$ cat config.mk
export PLATFORM = sky130hd
export DESIGN_NAME = lfsr_keystream_xor
export DESIGN_NICKNAME = d
export VERILOG_FILES = /design/src/rtl/lfsr_keystream_xor.sv
export SDC_FILE = /design/constraint.sdc
export NUM_CORES = 2
export LEC_CHECK = 0
export CAP_MARGIN = 25
export CORE_AREA = 10 10 254 256
export DETAILED_ROUTE_END_ITERATION = 12
export DIE_AREA = 0 0 264 266
export PLACE_DENSITY = 0.82
export SYNTH_ARGS = -nofsm -noshare
export SYNTH_HDL_FRONTEND = slang
export SYNTH_SLANG_ARGS = --single-unit
$ cat constraint.sdc
create_clock -name clk -period 17.4 [get_ports clk]
set_input_delay 3.48 -clock clk [delete_from_list [all_inputs] [get_ports clk]]
set_output_delay 3.48 -clock clk [all_outputs]
set_load 0.01 [all_outputs]
$ cat src/rtl/lfsr_keystream_xor.sv
// Keystream XOR stage: snapshots a 528-bit LFSR state, XORs its low 512 bits word-by-word
// into the data stream. Optional transfer counter port word_cnt when KS_WORD_COUNT_EN is defined.
module lfsr_keystream_xor #(
  parameter int POLY_WIDTH    = 528,
  parameter int WORDS_PER_BLK = 16
) (
  input  logic                  clk,
  input  logic                  rst,
  input  logic                  start,
  input  logic                  stop,
  output logic                  busy,
  output logic                  lfsr_adv,
  input  logic [POLY_WIDTH-1:0] lfsr_state,
  input  logic [31:0]           in_data,
  input  logic                  in_valid,
  input  logic                  in_last,
  output logic                  in_ready,
  output logic [31:0]           out_data,
  output logic                  out_valid,
  output logic                  out_last,
  input  logic                  out_ready
`ifdef KS_WORD_COUNT_EN
  , output logic [31:0]         word_cnt
`endif
);

  localparam int DATA_W = 32;
  localparam int BLK_W  = DATA_W * WORDS_PER_BLK;
  localparam int IDX_W  = $clog2(WORDS_PER_BLK);
  localparam logic [IDX_W-1:0] IDX_LAST = IDX_W'(WORDS_PER_BLK - 1);

  typedef enum logic [1:0] {IDLE, PRIME_A, PRIME_B, RUN} state_t;

  state_t            state, state_nxt;
  logic [BLK_W-1:0]  snapshot;
  logic [IDX_W-1:0]  idx;
  logic              xfer, wrap, prime_snap, adv_nxt;
  logic [DATA_W-1:0] ks_word;

  // State bits above the keystream block are discarded.
  logic unused_hi;
  assign unused_hi = ^lfsr_state[POLY_WIDTH-1:BLK_W];

  always_comb begin
    state_nxt = state;
    case (state)
      IDLE:    if (start && !stop) state_nxt = PRIME_A;
      PRIME_A: state_nxt = stop ? IDLE : PRIME_B;
      PRIME_B: state_nxt = stop ? IDLE : RUN;
      RUN:     if (stop) state_nxt = IDLE;
      default: state_nxt = IDLE;
    endcase
  end

  assign busy       = (state != IDLE);
  assign in_ready   = (state == RUN) && (!out_valid || out_ready);
  assign xfer       = in_valid && in_ready;
  assign wrap       = xfer && (idx == IDX_LAST);
  assign prime_snap = (state == PRIME_B) && !stop;
  // The LFSR lags our request by one cycle, so lfsr_state is always the block after the snapshot.
  assign adv_nxt    = ((state == IDLE) && start && !stop) || prime_snap || wrap;
  assign ks_word    = snapshot[DATA_W*int'(idx) +: DATA_W];

  // Stage p0 -> p1: snapshot/index bookkeeping and the registered output word.
  always_ff @(posedge clk or posedge rst) begin
    if (rst) begin
      state     <= IDLE;
      lfsr_adv  <= 1'b0;
      snapshot  <= '0;
      idx       <= '0;
      out_data  <= '0;
      out_valid <= 1'b0;
      out_last  <= 1'b0;
    end else begin
      state    <= state_nxt;
      lfsr_adv <= adv_nxt;
      if (prime_snap || wrap) begin
        snapshot <= lfsr_state[BLK_W-1:0];
        idx      <= '0;
      end else if (xfer) begin
        idx <= idx + 1'b1;
      end
      if (xfer) begin
        out_data  <= in_data ^ ks_word;
        out_last  <= in_last;
        out_valid <= 1'b1;
      end else if (out_ready) begin
        out_valid <= 1'b0;
      end
    end
  end

`ifdef KS_WORD_COUNT_EN
  always_ff @(posedge clk or posedge rst) begin
    if (rst) word_cnt <= '0;
    else if (xfer) word_cnt <= word_cnt + 32'd1;
  end
`endif

endmodule

==> summary.txt <==
Die
  – Die height: 266 µm
  – Die area: 0.0702 mm²
  – Core area: 0.0597 mm²
  – IO Count: 604
  – Num rows: 90
  – Chip width: 264 µm
  – Effective utilization at floorplan: 46.4%

GRT
  – Initial antenna violation count: 33
  – Number of global-route vias before repair: 19528
  – Maximum number of pins on one net before global-route repair: 155
  – First-pass GRT wire length: 130 mm
  – GRT Residual Overflow: 0
  – Total track usage: 24.4%

Critical path
  – Max FO, Critical Path: 5
  – Crit path capture type: output port
  – Startpoint types: input port
  – Crit path DAT: 4.84 ns
  – Critical path type: input port to output port
  – CP required: 13.92 ns

Route
  – Initial DRT Pass Iterations: 5
  – Initial DRC Count: 1202
  – Post-Route WL: 87.8 mm
  – Vias post-DR: 17484
  – # DRC: 0
  – Post-DR vias/cell: 5.56
  – Wirelength per Cell: 27.9 µm
  – Remaining antenna violation count: 0

Timing
  – Period utilisation layout: 47.8%
  – Setup TNS: 0 ns
  – Min Tclk post-route: 8.32 ns
  – Unrepaired setup endpoints after global routing: no
  – Final hold vios: 0
  – WHS: 0.483 ns
  – Worst Clk Skew: 0.0219 ns
  – Maximum clock rate: 120 MHz
  – Slew at the pin closest to its max-slew limit: 1.17 ns
  – Endpoints failing setup: 0
  – Max-Slew Margin vs Limit: 21.8%
  – Max Slew Vio Count: 0
  – Post-route setup slack: 9.08 ns

Power
  – Sw Ratio: 32.8%
  – Max VDD drop: 0.103 mV
  – Comb power frac: 39.4%
  – Int Power: 3.94 mW
  – Psw: 1.92 mW
  – Clock power frac: 21.8%
  – Total Power: 5.86 mW
  – Sequential Power Share: 38.8%
  – Leakage: 15.4 nW
  – Pwr per Cell Area: 165 mW/mm²

Yosys
  – Cell taking the most area after synthesis: dfrtp_1
  – Register area share after synthesis: 50.0%
  – Synthesized flop and latch total: 553
  – Main synth FF type: dfrtp_1
  – Syn_nets: 2313
  – Syn Area/Cell: 15.9 µm²
  – Cell Area, Synth: 0.0277 mm²
  – Yosys Warn Count: 0
  – FFs w/ async S/R, synth: 100%
  – Cells after synthesis: 1745
  – Post-synth cell types: 60
  – Post-synth EDFFs: 0
  – Yosys top cell area share: 50.0%
  – Synth area leaders: dfrtp_1, mux2_4, mux4_2, mux2i_1, buf_12

Flow run
  – Max_cap viols: 0

Layout
  – Layout cells sized above 1: 29.6%
  – Area Growth Syn to Fin: 28.1%
  – Fin nets: 2868
  – Final non-filler cell total: 3147
  – Fill count: 4457
  – Final cell area excluding filler cells: 0.0354 mm²
  – Finished Core Util: 59.4%

Placed design
  – Area after DPL: 0.0333 mm²
  – Gpl congestion: 0.876
  – DP Worst Slack: 9.10 ns
  – Dpl cells: 3018
  – Number of port buffers: 587
  – DP Wirelength: 65.4 mm

Clock network
  – Cts bufs inserted: 59
  – H-Tree Depth: 2
  – Clock buffer depth: 3
  – Clk_lat worst skew: 0.61 ns
  – PostCTS Resize Cnt: 0
  – Clock root buffer: clkbuf_16
  – Clk slew on worst S/H paths: 0.06 ns
  – CTS tree: built
  – Num Clock Sinks: 553
  – Setup Buffers After CTS: 0
  – Hold Buf Count CTS: 0

Hold path
  – Hold Crit Class: register to register

Status
  – Status: finished clean
==> metal layers <==
metal  vias to the layer above  GRT usage (%)  routed length [µm]
li1                       7605              -                   -
met1                      9019           29.8               34900
met2                       689           39.1               42300
met3                       151           7.94                7210
met4                        20           10.9                3300
met5                         -              0                 138
==> kinds of logic after synthesis <==
| kind of cell | count (synthesis) | share of synthesized area [%] |
|---|---|---|
| mux | 697 | 36.4 |
| simple gates | 171 | 3.18 |
| buf+inv | 134 | 5.46 |
| xor+xnor | 14 | 0.443 |
| compound gates | 175 | 4.51 |
| flops | 553 | 50.0 |
| fa+ha+maj | 1 | 0.0452 |
==> area by class of cell <==
type | count | area [µm²] | share of cell area, %
timing repair buffer | 622 | 6220 | 17.5
tap | 782 | 978 | 2.76
multi-input combinational | 1058 | 12300 | 34.8
inverter | 6 | 28.8 | 0.0812
sequential | 553 | 13800 | 39.1
clock inverter | 17 | 168 | 0.473
antenna | 20 | 50.0 | 0.141
clock buffer | 89 | 1820 | 5.14
==> cell usage after synthesis (7+ instances only) <==
cell and count:
a211oi_2 9, mux2i_1 93, a21oi_1 17, o21ai_0 24, nor2_1 28, mux2_1 69, o211ai_1 9, o22ai_1 23
buf_8 8, buf_4 13, buf_6 15, buf_2 18, nand3_1 29, dfrtp_1 553, a22oi_1 36, mux2_4 400
clkbuf_1 26, mux2_2 61, nand2_1 56, nor4_1 12, a211oi_1 9, or4_1 10, buf_12 45, a31oi_1 14
a221oi_1 7, xnor2_1 14, mux4_2 74
==> power groups by stage <==
stage	Sequential, mW	Combinational [mW]	Clock [mW]
global route	2.34	2.47	1.35
finish	2.27	2.31	1.28
detailed placement	2.27	2.32	0
CTS	2.26	2.34	1.30
global placement	2.23	2.27	0
floorplan	2.12	1.60	0
==> sequential cells by signal, indices dropped and copies added, names as in the netlist <==
name,cells
snapshot,512
out_data,32
idx,4
state,2
lfsr_adv,1
out_last,1
out_valid,1
==> cell usage in the layout, fill, tap and decap left out, drive strengths merged, types with 13 or more instances in the layout <==
cell type and count:
dfrtp 553, nand2 56, mux2i 93, clkdlybuf4s50 587, a22oi 36, clkinv 13
buf 35, nor2 29, a31oi 14, a211oi 19, o21ai 27, a21oi 18
o22ai 23, mux2 530, diode 20, nand3 29, mux4 74, clkbuf 89
xnor2 14
==> path summary, 6_finish.rpt <==
check | slack [ns] | endpoint | depth (start not counted) | from
max | 9.08 | in_ready | 4 | out_ready
min | 0.48 | snapshot[282] | 1 | snapshot[282]
max reg2reg | 12.65 | snapshot[211] | 6 | idx[1]
min reg2reg | 0.48 | snapshot[282] | 1 | snapshot[282]
max in group asynchronous | 11.39 | snapshot[340] | 6 | rst
min in group asynchronous | 3.09 | snapshot[463] | 2 | rst
==> critical path, stage by stage <==
cell             delay [ns]
clkdlybuf4s50_1        0.48
nand2b_2               0.17
and3_1                 0.18
clkdlybuf4s50_1        0.54
Power figures use the tool's default switching activity.
